$ cat src/rtl/mem_copy_dma_if.sv
// Control and memory-port bundle for the word-wise memory copy engine.
// The master side is the requester plus the memory; the slave side is the copy engine.
interface mem_copy_dma_if #(
    parameter int LEN_WIDTH = 16
);
    // Request/complete protocol: start is a level sampled only while idle, so the
    // requester holds src/dst/len with it. Exactly one of done or aborted then
    // pulses for one cycle per accepted request. A reset mid-copy produces neither.
    // Memory port 2 is a combinational read port. Port 1 writes the bytes selected
    // by mem_wenable_1 at the clock edge.
    logic                 start;
    logic                 abort;
    logic [31:0]          src;
    logic [31:0]          dst;
    logic [LEN_WIDTH-1:0] len;
    logic                 busy;
    logic                 done;
    logic                 aborted;
    logic [31:0]          mem_addr_1;
    logic [31:0]          mem_wdata_1;
    logic [3:0]           mem_wenable_1;
    logic [31:0]          mem_addr_2;
    logic [31:0]          mem_rdata_2;

    modport slave (
        input  start, abort, src, dst, len, mem_rdata_2,
        output busy, done, aborted, mem_addr_1, mem_wdata_1, mem_wenable_1, mem_addr_2
    );

    modport master (
        output start, abort, src, dst, len, mem_rdata_2,
        input  busy, done, aborted, mem_addr_1, mem_wdata_1, mem_wenable_1, mem_addr_2
    );
endinterface

$ cat src/rtl/mem_copy_dma.sv
// Word-per-cycle memory copy engine: reads through port 2 and writes through port 1 in the same cycle,
// in ascending address order, with byte enables trimming the final partial word.
module mem_copy_dma #(
    parameter int LEN_WIDTH = 16
) (
    input  logic                clk,
    input  logic                rst,
    mem_copy_dma_if.slave       bus,
    output logic [1:0]          dbg_state
);
    typedef enum logic [1:0] {
        ST_IDLE = 2'd0,
        ST_COPY = 2'd1,
        ST_FIN  = 2'd2
    } state_e;

    localparam logic [LEN_WIDTH-1:0] WORD_BYTES = LEN_WIDTH'(4);

    state_e               state_q, state_d;
    logic [31:0]          src_ptr_q, src_ptr_d;
    logic [31:0]          dst_ptr_q, dst_ptr_d;
    logic [LEN_WIDTH-1:0] rem_q, rem_d;
    logic                 aborted_q, aborted_d;

    logic                 busy;
    logic                 done;
    logic [31:0]          mem_addr_1;
    logic [31:0]          mem_wdata_1;
    logic [3:0]           mem_wenable_1;
    logic [31:0]          mem_addr_2;
    logic [3:0]           byte_mask;
    logic [LEN_WIDTH-1:0] step;

    // Addresses are word aligned by construction, so the low bits never matter.
    logic unused_addr_lsbs;
    assign unused_addr_lsbs = ^{bus.src[1:0], bus.dst[1:0]};

    always_ff @(posedge clk) begin
        if (rst) begin
            state_q   <= ST_IDLE;
            src_ptr_q <= '0;
            dst_ptr_q <= '0;
            rem_q     <= '0;
            aborted_q <= 1'b0;
        end else begin
            state_q   <= state_d;
            src_ptr_q <= src_ptr_d;
            dst_ptr_q <= dst_ptr_d;
            rem_q     <= rem_d;
            aborted_q <= aborted_d;
        end
    end

    // Byte enables and counter step for the word at the current pointers.
    always_comb begin
        byte_mask = 4'b1111;
        step      = WORD_BYTES;
        if (rem_q < WORD_BYTES) begin
            step = rem_q;
            unique case (rem_q[1:0])
                2'd1:    byte_mask = 4'b0001;
                2'd2:    byte_mask = 4'b0011;
                2'd3:    byte_mask = 4'b0111;
                default: byte_mask = 4'b0000;
            endcase
        end
    end

    always_comb begin
        state_d       = state_q;
        src_ptr_d     = src_ptr_q;
        dst_ptr_d     = dst_ptr_q;
        rem_d         = rem_q;
        aborted_d     = 1'b0;
        busy          = 1'b0;
        done          = 1'b0;
        mem_addr_1    = '0;
        mem_addr_2    = '0;
        mem_wdata_1   = '0;
        mem_wenable_1 = '0;

        unique case (state_q)
            ST_IDLE: begin
                if (bus.start) begin
                    if (bus.len != '0) begin
                        src_ptr_d = {bus.src[31:2], 2'b00};
                        dst_ptr_d = {bus.dst[31:2], 2'b00};
                        rem_d     = bus.len;
                        state_d   = ST_COPY;
                    end else begin
                        state_d = ST_FIN;
                    end
                end
            end

            ST_COPY: begin
                busy        = 1'b1;
                mem_addr_2  = src_ptr_q;
                mem_addr_1  = dst_ptr_q;
                mem_wdata_1 = bus.mem_rdata_2;
                if (bus.abort) begin
                    aborted_d = 1'b1;
                    state_d   = ST_IDLE;
                end else begin
                    mem_wenable_1 = byte_mask;
                    src_ptr_d     = src_ptr_q + 32'd4;
                    dst_ptr_d     = dst_ptr_q + 32'd4;
                    rem_d         = rem_q - step;
                    if (rem_q <= WORD_BYTES) begin
                        state_d = ST_FIN;
                    end
                end
            end

            ST_FIN: begin
                done    = 1'b1;
                state_d = ST_IDLE;
            end

            default: begin
                state_d = ST_IDLE;
            end
        endcase
    end

    assign bus.busy          = busy;
    assign bus.done          = done;
    assign bus.aborted       = aborted_q;
    assign bus.mem_addr_1    = mem_addr_1;
    assign bus.mem_wdata_1   = mem_wdata_1;
    assign bus.mem_wenable_1 = mem_wenable_1;
    assign bus.mem_addr_2    = mem_addr_2;
    assign dbg_state         = state_q;
endmodule

$ cat src/flat_wrapper.sv
// flat-port wrapper written by rule: the top's interface ports become plain ports
module mem_copy_dma_flat 
#(
    parameter int LEN_WIDTH = 16
)
  (clk, rst, dbg_state, bus_start, bus_abort, bus_src, bus_dst, bus_len, bus_mem_rdata_2, bus_busy, bus_done, bus_aborted, bus_mem_addr_1, bus_mem_wdata_1, bus_mem_wenable_1, bus_mem_addr_2);
  mem_copy_dma_if #(.LEN_WIDTH(LEN_WIDTH)) bus_i ();
  input  logic clk;
  input  logic rst;
  output logic [1:0] dbg_state;
  input wire logic [$bits(bus_i.start)-1:0] bus_start;
  input wire logic [$bits(bus_i.abort)-1:0] bus_abort;
  input wire logic [$bits(bus_i.src)-1:0] bus_src;
  input wire logic [$bits(bus_i.dst)-1:0] bus_dst;
  input wire logic [$bits(bus_i.len)-1:0] bus_len;
  input wire logic [$bits(bus_i.mem_rdata_2)-1:0] bus_mem_rdata_2;
  output wire logic [$bits(bus_i.busy)-1:0] bus_busy;
  output wire logic [$bits(bus_i.done)-1:0] bus_done;
  output wire logic [$bits(bus_i.aborted)-1:0] bus_aborted;
  output wire logic [$bits(bus_i.mem_addr_1)-1:0] bus_mem_addr_1;
  output wire logic [$bits(bus_i.mem_wdata_1)-1:0] bus_mem_wdata_1;
  output wire logic [$bits(bus_i.mem_wenable_1)-1:0] bus_mem_wenable_1;
  output wire logic [$bits(bus_i.mem_addr_2)-1:0] bus_mem_addr_2;
  assign bus_i.start = bus_start;
  assign bus_i.abort = bus_abort;
  assign bus_i.src = bus_src;
  assign bus_i.dst = bus_dst;
  assign bus_i.len = bus_len;
  assign bus_i.mem_rdata_2 = bus_mem_rdata_2;
  assign bus_busy = bus_i.busy;
  assign bus_done = bus_i.done;
  assign bus_aborted = bus_i.aborted;
  assign bus_mem_addr_1 = bus_i.mem_addr_1;
  assign bus_mem_wdata_1 = bus_i.mem_wdata_1;
  assign bus_mem_wenable_1 = bus_i.mem_wenable_1;
  assign bus_mem_addr_2 = bus_i.mem_addr_2;
  mem_copy_dma #(.LEN_WIDTH(LEN_WIDTH)) u_core (.clk(clk), .rst(rst), .bus(bus_i), .dbg_state(dbg_state));
endmodule
$ cat config.mk
export PLATFORM = sky130hd
export DESIGN_NAME = mem_copy_dma_flat
export DESIGN_NICKNAME = d
export VERILOG_FILES = /design/src/rtl/mem_copy_dma_if.sv /design/src/rtl/mem_copy_dma.sv /design/src/flat_wrapper.sv
export SDC_FILE = /design/constraint.sdc
export NUM_CORES = 1
export LEC_CHECK = 0
export ABC_AREA = 1
export BUFFER_PORTS_ARGS = -buffer_cell sky130_fd_sc_hd__buf_2
export CAP_MARGIN = 30
export CORE_MARGIN = 1
export CORE_UTILIZATION = 40
export CTS_CLUSTER_DIAMETER = 200
export DETAILED_ROUTE_END_ITERATION = 16
export PLACE_DENSITY = 0.73
export SLEW_MARGIN = 15
export SYNTH_ARGS = -nofsm -noshare
export SYNTH_HDL_FRONTEND = slang
export SYNTH_SLANG_ARGS = --single-unit
$ cat constraint.sdc
create_clock -name clk -period 3.7 [get_ports clk]
set_clock_uncertainty 0.05 [all_clocks]
set_input_delay 0.925 -clock clk [delete_from_list [all_inputs] [get_ports clk]]
set_output_delay 0.925 -clock clk [all_outputs]
set_load 0.02 [all_outputs]
==> summary.md <==
| Metric | Value |
|---|---|
| Status | finished, final reports clean |
| Cts hold-fix bufs | 0 |
| Worst rel slew slack | 0.534 |
| DRT Pass-1 Iters | 5 |
| Cells after Synth | 1006 |
| MaxCap Viol Count | 0 |
| Cells after DPL | 1358 |
| Layout area overhead | 24.4% |
| Worst path top cell family by delay | buffers and inverters |
| Required @ worst endpoint | 2.72 ns |
| Synth Register Bits | 79 |
| Antenna violations before repair | 1 |
| # Post-CTS Setup Buffers | 0 |
| Drt initial violations | 455 |
| Area leader, netlist | dfxtp_1 |
| Worst-Margin Slew | 0.699 ns |
| H-tree Lvls | 3 |
| WL/cell | 13.5 um |
| Final worst slack | 0.727 ns |
| CP Cell Sequence | nor2_4 > inv_4 > buf_12 > nor2_1 > buf_2 |
| Buf/Inv on CP | 3 |
| Avg Cell Area, Syn | 5.85 sq um |
| DRT antenna net count | 0 |
| Vias per cell | 5.13 |
| Setup TNS | 0 ns |
| CTS Buf Count | 9 |
| Crit end category | output port |
| Period utilization | 0.804 |
| Most frequent cell after synthesis | nand2_1 |
| Final hold violations | 0 |
| Slowest stage cell, crit path | dfxtp_1 |
| HPWL Detailed | 13500 um |
| Asr flop ratio synth | 0 |
| Tmin final | 2.97 ns |
| Total grt overflow | 0 |
| Clk Latency, worst-skew pair | 0.35 ns |
| I/O pin total | 221 |
| Synth top area share | 0.269 |
| Crit-path max FO | 157 |
| Share of cells above drive strength 1 | 0.217 |
| Ys flop type | dfxtp_1 |
| Pleak | 3.61 nW |
| Vias in the first global route | 6042 |
| Buffers on Ports | 212 |
| Total number of vias | 7047 |
| Die width | 123 um |
| Top post-synthesis cells by area | dfxtp_1, nand2_1, nor2_1, inv_1, o21ai_0 |
| Critical path launch point type | flop |
| Highest clock rate | 0.336 GHz |
| Sequential fraction of the synthesis area | 0.269 |
| First-pass GRT wire length | 28700 um |
| Pins Over Slew Limit | 0 |
| Total Routing Usage GR | 0.241 |
| Die footprint | 0.0152 sq mm |
| Path category of the worst min-delay check | flop to flop |
| Pwr/cell area | 375 mW/mm^2 |
| Clk buf depth | 2 |
| Post-Place Worst Slack | 0.751 ns |
| Clock slew seen by the registers of the worst setup and hold paths | 0.06 ns |
| Row cnt | 43 |
| CTS tree | yes |
| Residual DRC | 0 |
| EDFF count, synth | 0 |
| CP arrival | 2.00 ns |
| Synth cell count leaders | nand2_1, nor2_1, inv_1, dfxtp_1, o21ai_0 |
| CP Class | flop to output port |
| Synth Warn # | 0 |
| Clock root cell | clkbuf_16 |
| Final setup viols | 0 |
| Cell area after synthesis | 0.00589 sq mm |
| Routed WL | 18500 um |
| Largest net degree at the start of global routing | 158 |
| RSZ-0062 raised after global routing | false |
| Synth cell types | 42 |
| Final std cells w/o fill | 1375 |
| Max incr delay on CP | 0.45 ns |
| Die Ht | 123 um |
| VDD IR max | 0.000258 V |
| CTS resizes | 0 |
| Core outline area | 0.0141 sq mm |
| TritonCTS Sinks | 79 |
| Starting density of the core | 0.418 |
| Fin nets | 1308 |
| RePlAce Congestion | 0.875 |
placed cells by master, fill, tap and decap left out, types with 2 or more instances in the layout:
master     instances
inv_1            145
nand3_1           41
xnor2_1            3
ha_1               3
nor2_2             4
nor3_2             3
nand4_1           18
clkbuf_1           3
a21boi_0           2
nand2_1          202
nand3b_1           3
clkinv_2           2
nand3_2            2
dfxtp_1           79
clkbuf_16          9
bufinv_16          2
o21ai_1            8
o21a_1             2
a22oi_1           22
a221oi_1           5
nor4_1             3
buf_4              6
o31ai_1            2
nand2_2            4
nor3_1            30
conb_1             5
xor2_1            16
buf_2            212
o21ai_0           66
inv_2              4
nor2_1           192
a31oi_1           25
nor2_4             5
a211oi_1           3
a21oi_1           52
nand2_4            2
final timing paths:
path,startpoint,end,slack [ns],cells after the start
setup / recovery,u_core.dbg_state[1]$_SDFFE_PP0P_,bus_mem_addr_2[6],0.73,5
hold / removal,u_core.src_ptr_q[31]$_SDFFE_PP0P_,u_core.src_ptr_q[31]$_SDFFE_PP0P_,0.42,2
setup reg to reg,u_core.dbg_state[0]$_SDFFE_PP0P_,u_core.dst_ptr_q[31]$_SDFFE_PP0P_,1.25,12
hold reg to reg,u_core.src_ptr_q[31]$_SDFFE_PP0P_,u_core.src_ptr_q[31]$_SDFFE_PP0P_,0.42,2
sequential cells by signal, summed over array words and instances (netlist names):
name	count
u_core.dst_ptr_q	30
u_core.src_ptr_q	30
u_core.rem_q	16
u_core.dbg_state	2
u_core.bus.aborted	1
per-stage QoR:
stage | total power [mW] | cell area, sq um | hold slack (ns) | util
finish | 2.75 | 7320 | 0.421 | 0.519
global route | 2.92 | 7320 | 0.444 | 0.519
CTS | 2.77 | 7320 | 0.419 | 0.519
detailed placement | 1.81 | 7010 | 0.410 | 0.497
global placement | 1.80 | 7010 | 0.404 | 0.497
floorplan | 1.58 | 5900 | 0.394 | -
metal layers:
metal,GRT usage,vias up,wire (um)
met5,0,-,0
met4,0.0971,0,405
met3,0.0323,30,1230
met2,0.413,265,8730
met1,0.304,3153,8150
li1,-,3599,-
logic make-up (layout without fill, tap and decap cells):
kind of cell | Yosys count | after routing | share of synthesized area
AND/OR/NAND/NOR | 512 | 512 | 0.374
buffers and inverters | 201 | 386 | 0.137
AO/OA/AOI/OAI | 190 | 190 | 0.184
flip-flops | 79 | 79 | 0.269
XOR/XNOR | 19 | 19 | 0.0283
adder cells (fa/ha/maj) | 3 | 3 | 0.00638
other | 2 | 6 | 0.00128
cell type report:
type	count	area, sq um
Antenna cell	1	2.50
Clock buffer	12	236
Clock inverter	4	70.1
Fill cell	1495	6780
Inverter	151	569
Multi-Input combinational cell	729	3510
Sequential cell	79	1580
Tap cell	180	225
Timing Repair Buffer	219	1130
tightest hold or removal path: stages, from the launching register on:
cell and delay, ns:
dfxtp_1 0.31, nand2_1 0.06, a21oi_1 0.06
power breakdown:
part           internal [mW]  switching (mW)  total, mW  leakage, nW
Sequential             0.941          0.0975       1.04        0.654
Combinational          0.265           0.495      0.759         2.80
Clock                  0.590           0.360      0.950        0.151
(Power assumes the default switching activity.)
